File: src/rtl/rgb2gray_stream_if.sv
// Pixel stream bundle between the RGB source, the luma converter and the Sobel window logic.
// The master side feeds RGB pixels and consumes tagged gray pixels; the slave side is the converter.
interface rgb2gray_stream_if #(
    parameter int COL_W = 10,
    parameter int ROW_W = 9
);
    logic             frame_start;
    logic             rgb_enable;
    logic [23:0]      rgb_data_in;
    logic             gray_valid;
    logic [7:0]       gray_data;
    logic [COL_W-1:0] gray_col;
    logic [ROW_W-1:0] gray_row;
    logic             gray_sol;
    logic             gray_eol;
    logic             gray_eof;

    modport master (
        output frame_start, rgb_enable, rgb_data_in,
        input  gray_valid, gray_data, gray_col, gray_row, gray_sol, gray_eol, gray_eof
    );

    modport slave (
        input  frame_start, rgb_enable, rgb_data_in,
        output gray_valid, gray_data, gray_col, gray_row, gray_sol, gray_eol, gray_eof
    );
endinterface

File: src/rtl/rgb2gray_stream.sv
// RGB888 to 8-bit luma converter with a 3-stage pipeline; every output pixel carries its
// raster position and line/frame markers so downstream window logic stays aligned.
module rgb2gray_stream #(
    parameter int IMG_WIDTH  = 640,
    parameter int IMG_HEIGHT = 480,
    parameter int COL_W      = 10,
    parameter int ROW_W      = 9
) (
    input logic clk,
    input logic rst_p,
    rgb2gray_stream_if.slave bus
);

    logic [COL_W-1:0] col_cnt;
    logic [ROW_W-1:0] row_cnt;
    logic [COL_W-1:0] tag_col;
    logic [ROW_W-1:0] tag_row;
    logic             tag_last_col;
    logic             tag_last_row;

    logic             s1_valid;
    logic [15:0]      s1_prod_r;
    logic [15:0]      s1_prod_g;
    logic [15:0]      s1_prod_b;
    logic [COL_W-1:0] s1_col;
    logic [ROW_W-1:0] s1_row;

    logic             s2_valid;
    logic [17:0]      s2_sum;
    logic [COL_W-1:0] s2_col;
    logic [ROW_W-1:0] s2_row;
    logic [9:0]       s2_shift;
    logic [7:0]       s2_luma;

    // A frame_start coinciding with a pixel re-tags that very pixel as the frame origin.
    always_comb begin
        tag_col      = bus.frame_start ? '0 : col_cnt;
        tag_row      = bus.frame_start ? '0 : row_cnt;
        tag_last_col = (tag_col == COL_W'(IMG_WIDTH - 1));
        tag_last_row = (tag_row == ROW_W'(IMG_HEIGHT - 1));
    end

    always_ff @(posedge clk or posedge rst_p) begin
        if (rst_p) begin
            col_cnt <= '0;
            row_cnt <= '0;
        end else if (bus.rgb_enable) begin
            if (tag_last_col) begin
                col_cnt <= '0;
                row_cnt <= tag_last_row ? '0 : tag_row + ROW_W'(1);
            end else begin
                col_cnt <= tag_col + COL_W'(1);
                row_cnt <= tag_row;
            end
        end else if (bus.frame_start) begin
            col_cnt <= '0;
            row_cnt <= '0;
        end
    end

    always_ff @(posedge clk or posedge rst_p) begin
        if (rst_p) begin
            s1_valid  <= 1'b0;
            s1_prod_r <= '0;
            s1_prod_g <= '0;
            s1_prod_b <= '0;
            s1_col    <= '0;
            s1_row    <= '0;
        end else begin
            s1_valid <= bus.rgb_enable;
            if (bus.rgb_enable) begin
                s1_prod_r <= 16'(bus.rgb_data_in[23:16]) * 16'd77;
                s1_prod_g <= 16'(bus.rgb_data_in[15:8])  * 16'd150;
                s1_prod_b <= 16'(bus.rgb_data_in[7:0])   * 16'd29;
                s1_col    <= tag_col;
                s1_row    <= tag_row;
            end
        end
    end

    always_ff @(posedge clk or posedge rst_p) begin
        if (rst_p) begin
            s2_valid <= 1'b0;
            s2_sum   <= '0;
            s2_col   <= '0;
            s2_row   <= '0;
        end else begin
            s2_valid <= s1_valid;
            if (s1_valid) begin
                s2_sum <= 18'(s1_prod_r) + 18'(s1_prod_g) + 18'(s1_prod_b) + 18'd128;
                s2_col <= s1_col;
                s2_row <= s1_row;
            end
        end
    end

    // The weights sum to 256 so overflow cannot occur with 8-bit inputs; the clamp is a guard.
    always_comb begin
        s2_shift = 10'(s2_sum >> 8);
        s2_luma  = (|s2_shift[9:8]) ? 8'hFF : s2_shift[7:0];
    end

    always_ff @(posedge clk or posedge rst_p) begin
        if (rst_p) begin
            bus.gray_valid <= 1'b0;
            bus.gray_data  <= '0;
            bus.gray_col   <= '0;
            bus.gray_row   <= '0;
            bus.gray_sol   <= 1'b0;
            bus.gray_eol   <= 1'b0;
            bus.gray_eof   <= 1'b0;
        end else begin
            bus.gray_valid <= s2_valid;
            bus.gray_sol   <= s2_valid && (s2_col == '0);
            bus.gray_eol   <= s2_valid && (s2_col == COL_W'(IMG_WIDTH - 1));
            bus.gray_eof   <= s2_valid && (s2_col == COL_W'(IMG_WIDTH - 1))
                                       && (s2_row == ROW_W'(IMG_HEIGHT - 1));
            if (s2_valid) begin
                bus.gray_data <= s2_luma;
                bus.gray_col  <= s2_col;
                bus.gray_row  <= s2_row;
            end
        end
    end

endmodule

File: src/flat_wrapper.sv
// flat-port wrapper written by rule: the top's interface ports become plain ports
module rgb2gray_stream_flat 
#(
    parameter int IMG_WIDTH  = 640,
    parameter int IMG_HEIGHT = 480,
    parameter int COL_W      = 10,
    parameter int ROW_W      = 9
)
  (clk, rst_p, bus_frame_start, bus_rgb_enable, bus_rgb_data_in, bus_gray_valid, bus_gray_data, bus_gray_col, bus_gray_row, bus_gray_sol, bus_gray_eol, bus_gray_eof);
  rgb2gray_stream_if #(.COL_W(COL_W), .ROW_W(ROW_W)) bus_i ();
  input logic clk;
  input logic rst_p;
  input wire logic [$bits(bus_i.frame_start)-1:0] bus_frame_start;
  input wire logic [$bits(bus_i.rgb_enable)-1:0] bus_rgb_enable;
  input wire logic [$bits(bus_i.rgb_data_in)-1:0] bus_rgb_data_in;
  output wire logic [$bits(bus_i.gray_valid)-1:0] bus_gray_valid;
  output wire logic [$bits(bus_i.gray_data)-1:0] bus_gray_data;
  output wire logic [$bits(bus_i.gray_col)-1:0] bus_gray_col;
  output wire logic [$bits(bus_i.gray_row)-1:0] bus_gray_row;
  output wire logic [$bits(bus_i.gray_sol)-1:0] bus_gray_sol;
  output wire logic [$bits(bus_i.gray_eol)-1:0] bus_gray_eol;
  output wire logic [$bits(bus_i.gray_eof)-1:0] bus_gray_eof;
  assign bus_i.frame_start = bus_frame_start;
  assign bus_i.rgb_enable = bus_rgb_enable;
  assign bus_i.rgb_data_in = bus_rgb_data_in;
  assign bus_gray_valid = bus_i.gray_valid;
  assign bus_gray_data = bus_i.gray_data;
  assign bus_gray_col = bus_i.gray_col;
  assign bus_gray_row = bus_i.gray_row;
  assign bus_gray_sol = bus_i.gray_sol;
  assign bus_gray_eol = bus_i.gray_eol;
  assign bus_gray_eof = bus_i.gray_eof;
  rgb2gray_stream #(.IMG_WIDTH(IMG_WIDTH), .IMG_HEIGHT(IMG_HEIGHT), .COL_W(COL_W), .ROW_W(ROW_W)) u_core (.clk(clk), .rst_p(rst_p), .bus(bus_i));
endmodule
File: config.mk
export PLATFORM = sky130hd
export DESIGN_NAME = rgb2gray_stream_flat
export DESIGN_NICKNAME = d
export VERILOG_FILES = /design/src/rtl/rgb2gray_stream_if.sv /design/src/rtl/rgb2gray_stream.sv /design/src/flat_wrapper.sv
export SDC_FILE = /design/constraint.sdc
export NUM_CORES = 1
export LEC_CHECK = 0
export ABC_AREA = 1
export CORE_MARGIN = 10
export CORE_UTILIZATION = 65
export CTS_BUF_LIST = sky130_fd_sc_hd__clkbuf_2
export CTS_CLUSTER_SIZE = 28
export DETAILED_ROUTE_END_ITERATION = 12
export PLACE_DENSITY = 0.86
export SLEW_MARGIN = 20
export SYNTH_ARGS = -nofsm -noshare
export SYNTH_HDL_FRONTEND = slang
export SYNTH_SLANG_ARGS = --single-unit
File: constraint.sdc
create_clock -name clk -period 9.4 [get_ports clk]
set_input_delay 1.88 -clock clk [delete_from_list [all_inputs] [get_ports clk]]
set_output_delay 1.88 -clock clk [all_outputs]
set_load 0.05 [all_outputs]
* Word level (Yosys, flattened, before mapping)
Cells that the tools add are included.
Storage, ports and cells: flip-flop bits (word level) 151, bits of input ports 28, output and inout bits 31, word-level logic and storage cells 44
Operators by class: add/subtract/negate cells 5, $mul 3, equality and inequality tests 4, multiplexer cells 8, reduce and logical (&&, ||, !) cells 5
Operator list (count):
- 2-to-1 mux 9 bit | 4
- multiplier 8 x 7 -> 15 bit (second input constant) | 2
- 2-to-1 mux 10 bit | 3
- == test 10 bit (second input constant) | 2
- adder 18 x 13 -> 18 bit | 1
- adder 18 x 8 -> 18 bit (second input constant) | 1
- == test 9 bit (second input constant) | 2
- adder 15 x 16 -> 17 bit | 1
- multiplier 8 x 5 -> 13 bit (second input constant) | 1
- adder 10 x 1 -> 10 bit (second input constant) | 1
- logical NOT 10 bit | 1
- adder 9 x 1 -> 9 bit (second input constant) | 1
- 2-to-1 mux 8 bit | 1
- logical AND 1 bit | 3
- OR reduction 2 bit | 1

* Longest topological paths before layout
word-level depth 5, gate-level depth with buffers 20, depth with buffers taken out 20

* Worst setup path after synthesis
Ideal clock, no wire load.
path type input to register, start point in bus_rgb_data_in[12], end point reg u_core.s1_prod_g[13], setup time 0.117 ns, arrival 4.560 ns, data required time 9.283 ns, path slack 4.723 ns, stages on the path 15, path buffers 0, cell sequence ha_1 -> ha_1 -> inv_1 -> fa_1 -> fa_1 -> inv_1 -> ha_1 -> inv_1 -> nor3_1 -> nand2_1 -> nand2_1 -> a21oi_1 -> xor2_1 -> nand2_1 -> nand2_1
Between the ends: word-level cells in the longest chain between the ends 1
RTL lines:
- start: declaration | line flat_wrapper.sv:15 | input wire logic [$bits(bus_i.rgb_data_in)-1:0] bus_rgb_data_in;
- multiplier 8 x 7 -> 15 bit | line rgb2gray_stream.sv:73 | s1_prod_g <= 16'(bus.rgb_data_in[15:8]) * 16'd150;
- end signal: assignment | line rgb2gray_stream.sv:73
- end: declaration | line rgb2gray_stream.sv:23 | logic [15:0] s1_prod_g;
No other way between the ends. A chain may end at the register's enable or synchronous reset.

* Worst setup path after layout
Same ends and word-level chain as after synthesis.

==> run_results.csv <==
group,metric,value,unit
run_status,status,"complete, no violations",
timing,maxSlewViolCount,0,
worst_setup_path,crit_chain,"clkdlybuf4s50_1, ha_1, ha_1, inv_1, fa_1, fa_1, inv_1, ha_1, a21oi_1, o21a_1, nand2_1, a21oi_1, xor2_1, nand2_1, nand2_1",
worst_setup_path,startpoint_type,"primary input",
logic_synthesis,syn-cell-area,0.0101,mm²
worst_setup_path,worst_setup_path_end_kind,"flip-flop",
timing,tightest_slew,0.884,ns
logic_synthesis,synthTopCellsByArea,"dfrtp_1 35%, ha_1 17%, nand2_1 13%",
clock_network,cts.sinks,143,
global_route,use_met1,27.9,%
clock_network,cts_tree,"built",
global_route,grt.busiest_layer,"met2",
timing,fin_crit,4.71,ns
global_route,antenna_found_initial,1,
worst_setup_path,reg2reg_slack,5.89,ns
cells_and_area,fin_area,0.0111,mm²
worst_setup_path,slowest_delay,0.52,ns
timing,min_period_over_period,50.1,%
floorplan,coreArea,0.0153,mm²
logic_synthesis,synthCells,1265,
clock_network,htree_levels,4,
worst_setup_path,critPathKind,"in -> reg",
flow_run,maxCapViolCount,0,
timing,setup_viol,0,
clock_network,cts_resized,0,
global_route,grt_pass1_vias,8099,
logic_synthesis,synth_top_area_share,35.3,%
logic_synthesis,synth_area_leader_cell,"dfrtp_1",
worst_setup_path,cpMaxStageDelayCell,"fa_1",
route,drt_iter0_drc,660,
worst_setup_path,arrival,5.39,ns
floorplan,start_util,66.4,%
global_route,grt_usage,21.2,%
timing,finalHoldViolations,0,
power_and_ir_drop,p_leak,0.00587,µW
clock_network,clock_latency,0.74,ns
cells_and_area,final_util,73.0,%
floorplan,die_w,145,µm
timing,setup_ws,4.69,ns
logic_synthesis,syn_nets,1458,
global_route,met3_usage,3.49,%
timing,max_slew_margin,41.0,%
floorplan,ios,59,
logic_synthesis,synth_edf_count,0,
clock_network,cts_buffer_depth,2,
clock_network,cts.reportedPaths.clkPinSlew,0.22,ns
route,drc,0,
logic_synthesis,async_flop_share,100,%
placement,gp_congestion,0.911,
global_route,grt_first_pass_wirelength,36500,µm
logic_synthesis,synth.avg_cell_area,8.01,µm²
route,avgRoutedWirePerCell,13.7,µm
clock_network,cts-root-buf,"clkbuf_2",
floorplan,fp.dieH,145,µm
cells_and_area,drive_gt1_share,3.90,%
route,ant_nets,0,
placement,place_area,0.0109,mm²
placement,dp_slack,3.95,ns
placement,numPortBuffers,58,
cells_and_area,area_growth,9.88,%
logic_synthesis,synth_cell_type_count,40,
global_route,grt_max_degree,74,
route,drtPass1Iterations,5,
logic_synthesis,ys_seq_area_share,35.3,%
min_path,hold_class,"reg -> reg",
power_and_ir_drop,p_per_area,268,mW/mm²
worst_setup_path,cp_max_fo,5,
route,vias,8337,
route,wirelength,21100,µm
global_route,overflow,0,
placement,dp_hpwl,16500,µm
floorplan,dieArea,0.0210,mm²
clock_network,post-cts-setup-buffers,0,
worst_setup_path,required,10.08,ns
logic_synthesis,synthFlopType,"dfrtp_1",
power_and_ir_drop,ir_drop,215,µV
timing,tns,0,ns
timing,clock.fmax,212,MHz
timing,rsz0062_at_grt,"no",
timing,clock_skew,0.0243,ns
cells_and_area,nets,1512,
global_route,use_met2,35.2,%
logic_synthesis,ys_ff_latch,143,
floorplan,rows,45,
logic_synthesis,yosys_warnings,0,
route,vias_per_cell,5.40,
clock_network,hold_buffers,0,
clock_network,cts-buffers-inserted,17,
==> cell usage in the layout, fill, tap and decap left out, types with 27 or more instances in the layout <==
cell type	n
nand2_1	342
inv_1	185
dfrtp_1	143
ha_1	138
nor2_1	80
o21ai_0	74
a21oi_1	59
nand3_1	59
clkdlybuf4s50_1	57
fa_1	27
==> area by class of cell <==
class / instances / area, µm²
multi-input combinational: 906 / 5730
fill: 1194 / 4130
sequential: 143 / 3580
inverter: 189 / 714
timing repair buffer: 62 / 606
tap: 211 / 264
clock inverter: 15 / 150
clock buffer: 17 / 85.1
antenna: 1 / 2.50
==> cell usage after synthesis, types with 2 or more instances <==
library cell  count
a21o_1            3
a21oi_1          59
a221oi_1          2
a31oi_1          18
buf_1             6
buf_2             2
clkbuf_1         18
dfrtp_1         143
fa_1             27
ha_1            138
inv_1           186
inv_2             3
nand2_1         342
nand2_2           2
nand3_1          59
nand3_2           2
nand3b_1          3
nand4_1          15
nor2_1           80
nor3_1           16
nor3_4            2
nor4_1            5
o211ai_1          3
o21a_1            7
o21ai_0          74
o21ai_1           2
o21bai_1          4
or2_2             4
xnor2_1          10
xor2_1           20
==> logic make-up after synthesis <==
logic type / share of synthesized area, %
adder cells (fa/ha/maj): 22.4
AO/OA/AOI/OAI: 9.76
AND/OR/NAND/NOR: 21.8
XOR/XNOR: 2.59
buffers and inverters: 8.10
flip-flops: 35.3
==> sequential cells by signal, indices dropped and copies added, names as in the netlist <==
signal / count
u_core.s2_col: 10
u_core.bus.gray_data: 8
u_core.s2_row: 9
u_core.s1_valid: 1
u_core.col_cnt: 10
u_core.s1_prod_r: 15
u_core.s1_prod_g: 15
u_core.s2_sum: 10
u_core.s1_row: 9
u_core.s1_prod_b: 13
u_core.bus.gray_eof: 1
u_core.bus.gray_valid: 1
u_core.bus.gray_row: 9
u_core.row_cnt: 9
u_core.bus.gray_sol: 1
u_core.s1_col: 10
u_core.s2_valid: 1
u_core.bus.gray_col: 10
u_core.bus.gray_eol: 1
==> metal layers <==
| metal | share of wire, % | up-vias | wire length (µm) |
|---|---|---|---|
| li1 | - | 4230 | - |
| met2 | 47 | 226 | 9830 |
| met1 | 47 | 3842 | 9830 |
| met3 | 4.9 | 39 | 1030 |
| met4 | 2.0 | 0 | 424 |
| met5 | 0 | - | 0 |
==> worst paths after layout <==
kind,startpoint,cells past startpoint,endpoint
setup / recovery,bus_rgb_data_in[12],15,u_core.s1_prod_g[13]
hold / removal,u_core.s2_col[8],1,u_core.bus.gray_sol
setup reg to reg,u_core.s1_prod_g[1],17,u_core.s2_sum[12]
hold reg to reg,u_core.s2_col[8],1,u_core.bus.gray_sol
max in group asynchronous,rst_p,3,u_core.row_cnt[3]
min in group asynchronous,rst_p,2,u_core.s1_prod_b[8]
==> where the power goes <==
group / switching, µW / internal, µW
logic: 1140 / 705
registers: 65.6 / 720
clock network: 250 / 105
==> critical path: cells and delay by family <==
| family | cells | cell delay (ns) |
|---|---|---|
| AND/OR/NAND/NOR | 3 | 0.24 |
| XOR/XNOR | 1 | 0.18 |
| AO/OA/AOI/OAI | 3 | 0.55 |
| adder cells (fa/ha/maj) | 5 | 1.97 |
| buffers and inverters | 3 | 0.57 |
==> metrics by stage <==
stage / cells / hold WS [ns] / power, µW
final: 1544 / 0.462 / 2980
after detailed placement: 1511 / 0.424 / 2610
after CTS: 1543 / 0.458 / 2970
after floorplan: 1265 / 0.370 / 2200
after global routing: 1544 / 0.498 / 3300
after global placement: 1511 / 0.418 / 2560
(Power assumes the default switching activity.)
==> variant, RTL diff (same flow settings) <==
`ROW_W` is set to 9 in 3 places; all go to 18.
--- a/src/rtl/rgb2gray_stream_if.sv
+++ b/src/rtl/rgb2gray_stream_if.sv
@@ -2,7 +2,7 @@
 // The master side feeds RGB pixels and consumes tagged gray pixels; the slave side is the converter.
 interface rgb2gray_stream_if #(
     parameter int COL_W = 10,
-    parameter int ROW_W = 9
+    parameter int ROW_W = 18
 );
     logic             frame_start;
     logic             rgb_enable;
--- a/src/rtl/rgb2gray_stream.sv
+++ b/src/rtl/rgb2gray_stream.sv
@@ -4,7 +4,7 @@
     parameter int IMG_WIDTH  = 640,
     parameter int IMG_HEIGHT = 480,
     parameter int COL_W      = 10,
-    parameter int ROW_W      = 9
+    parameter int ROW_W      = 18
 ) (
     input logic clk,
     input logic rst_p,
--- a/src/flat_wrapper.sv
+++ b/src/flat_wrapper.sv
@@ -4,7 +4,7 @@
     parameter int IMG_WIDTH  = 640,
     parameter int IMG_HEIGHT = 480,
     parameter int COL_W      = 10,
-    parameter int ROW_W      = 9
+    parameter int ROW_W      = 18
 )
   (clk, rst_p, bus_frame_start, bus_rgb_enable, bus_rgb_data_in, bus_gray_valid, bus_gray_data, bus_gray_col, bus_gray_row, bus_gray_sol, bus_gray_eol, bus_gray_eof);
   rgb2gray_stream_if #(.COL_W(COL_W), .ROW_W(ROW_W)) bus_i ();
Ports: changed (resized bus_gray_row); port bits go from 59 to 68. No check against the original RTL was run, so the function may have changed too.
==> variant against the original RTL <==
  * Sequential share of layout area up 1.9 points
  * Worst setup slack better by 0.13 ns
  * Wire length up 26%
  * Cell count up 17%
  * Die area up 16%
  * Sequential power up 20%
  * Count of clock-buffer cells in the layout unchanged
  * Sequential cell count up 36
  * Area after synthesis up 19%
  * Synthesized cell count up 19%
  * Total power up 7.7%
  * Cell area up 18%
  * Clock power up 27%
  * Critical path type unchanged
  * Largest power group unchanged
==> variant: results <==
# TYPE chip_impl_metric gauge
chip_impl_info{name="run_status",value="finished clean"} 1
chip_impl_metric{name="total_leakage_power",unit="nW"} 6.87
chip_impl_metric{name="post_cts_repair_resize_count",unit=""} 0
chip_impl_metric{name="drt-vias-per-instance",unit=""} 5.57
chip_impl_metric{name="yosys.cell_types.count",unit=""} 45
chip_impl_metric{name="detail_route.iter0.violations",unit=""} 889
chip_impl_metric{name="grt_max_degree",unit=""} 105
chip_impl_metric{name="worst_skew_pair.late_latency",unit="ns"} 0.82
chip_impl_metric{name="place_congestion",unit=""} 0.939
chip_impl_metric{name="final.fill_count",unit=""} 1359
chip_impl_metric{name="synth-seq-area-share",unit="%"} 37.2
chip_impl_info{name="synth_top_cells_by_area",value="dfrtp_1 (37%), ha_1 (14%), nand2_1 (14%)"} 1
chip_impl_info{name="ys_top_cells_by_count",value="nand2_1 (433), inv_1 (190), dfrtp_1 (179)"} 1
chip_impl_metric{name="overall_track_demand_over_capacity_in_global_routing",unit="%"} 22.5
chip_impl_metric{name="wl_per_cell",unit="µm"} 14.7
chip_impl_metric{name="synth-xor-area-share",unit="%"} 2.40
chip_impl_metric{name="area.sequential",unit="µm²"} 4480
chip_impl_metric{name="first_global_vias",unit=""} 9848
chip_impl_metric{name="p_sw_share",unit="%"} 47.2
chip_impl_metric{name="route.final.wire_length",unit="mm"} 26.6
chip_impl_metric{name="final_nets",unit=""} 1757
chip_impl_metric{name="post_route_cells_drive_above_1_share",unit="%"} 4.95
chip_impl_metric{name="hpwl",unit="mm"} 20.6
chip_impl_metric{name="slew_headroom",unit="%"} 38.7
chip_impl_metric{name="clk_pin_slew_worst_setup_hold_paths",unit="ns"} 0.33
chip_impl_metric{name="grt_first_pass_wirelength",unit="mm"} 45.7
chip_impl_metric{name="pre_cts_ws",unit="ns"} 3.97
chip_impl_metric{name="mappedNetlistNets",unit=""} 1704
chip_impl_metric{name="irDropWorstVdd",unit="mV"} 0.186
chip_impl_metric{name="netlist_instances",unit=""} 1511
chip_impl_metric{name="critPathArrivalTime",unit="ns"} 5.29
chip_impl_metric{name="fin_skew",unit="ns"} 0.0578
chip_impl_metric{name="buffer_ports.inserted",unit=""} 67
chip_impl_metric{name="synth-compound-area-share",unit="%"} 9.38
chip_impl_metric{name="synthAdderAreaFrac",unit="%"} 18.8
chip_impl_metric{name="detail-route-antenna-nets",unit=""} 0
-- variant: cell count changes after synthesis, moves of 7 or more --
cell,before,now
o21ai_0,74,94
nand3_1,59,72
nand4_1,15,26
dfrtp_1,143,179
xor2_1,20,28
nand2_1,342,433
nor2_2,1,8
nor2_1,80,103
-- variant: area by class of cell --
class                      instances  area share, %
antenna                            1         0.0190
clock buffer                      17          0.646
clock inverter                    15           1.69
inverter                         195           5.60
multi-input combinational       1099           50.5
sequential                       179           34.0
tap                              229           2.18
timing repair buffer              72           5.34
-- variant: stage by stage --
step,power [W],hold slack (ns),area [µm²]
2_1_floorplan,0.00235,0.352,12000
3_3_place_gp,0.00270,0.450,12900
3_5_place_dp,0.00275,0.461,12900
4_1_cts,0.00321,0.489,13200
5_1_grt,0.00355,0.500,13200
6_report,0.00321,0.486,13200
-- variant: worst max-delay path, cell delays in order --
cell,delay [ns]
clkdlybuf4s50_1,0.62
inv_1,0.14
fa_1,0.50
inv_1,0.05
ha_1,0.30
fa_1,0.47
ha_1,0.37
a21oi_1,0.21
o21ai_0,0.15
nand2_1,0.09
nand4_1,0.10
or2_2,0.29
nand3_1,0.07
nand2_1,0.07
-- variant: cells by family after synthesis --
group,count (synthesis)
buffers and inverters,233
DFF,179
adders and majority gates,165
and+or+nand+nor,695
AOI/OAI and AO/OA,206
xor gates and xnor gates,33
-- variant: worst paths after layout --
kind | start | depth (start not counted) | end | slack (ns)
max | bus_rgb_data_in[5] | 14 | u_core.s1_prod_b[12]$_DFFE_PP0P_ | 4.82
min | u_core.s1_row[0]$_DFFE_PP0P_ | 2 | u_core.s2_row[0]$_DFFE_PP0P_ | 0.49
max reg2reg | u_core.s1_prod_g[1]$_DFFE_PP0P_ | 17 | u_core.s2_sum[14]$_DFFE_PP0P_ | 5.84
min reg2reg | u_core.s1_row[0]$_DFFE_PP0P_ | 2 | u_core.s2_row[0]$_DFFE_PP0P_ | 0.49
max in group asynchronous | rst_p | 3 | u_core.s1_row[3]$_DFFE_PP0P_ | 6.30
min in group asynchronous | rst_p | 2 | u_core.bus.gray_col[9]$_DFFE_PP0P_ | 1.61
-- variant: per-layer routing --
metal  global-route usage, %  up-vias  part of all wire, %
li1                        -     5021                    -
met1                    31.1     4723                   48
met2                    35.4      290                   45
met3                    4.30       29                  5.7
met4                    5.89        0                  1.2
met5                       0        -                    0
-- variant: power by group through the flow --
stage / registers [W] / clock network [W] / logic (W)
floorplan: 0.00100 / 0 / 0.00135
global placement: 0.000952 / 0 / 0.00175
detailed placement: 0.000955 / 0 / 0.00179
CTS: 0.000942 / 0.000455 / 0.00181
global route: 0.000954 / 0.000486 / 0.00211
finish: 0.000943 / 0.000450 / 0.00182
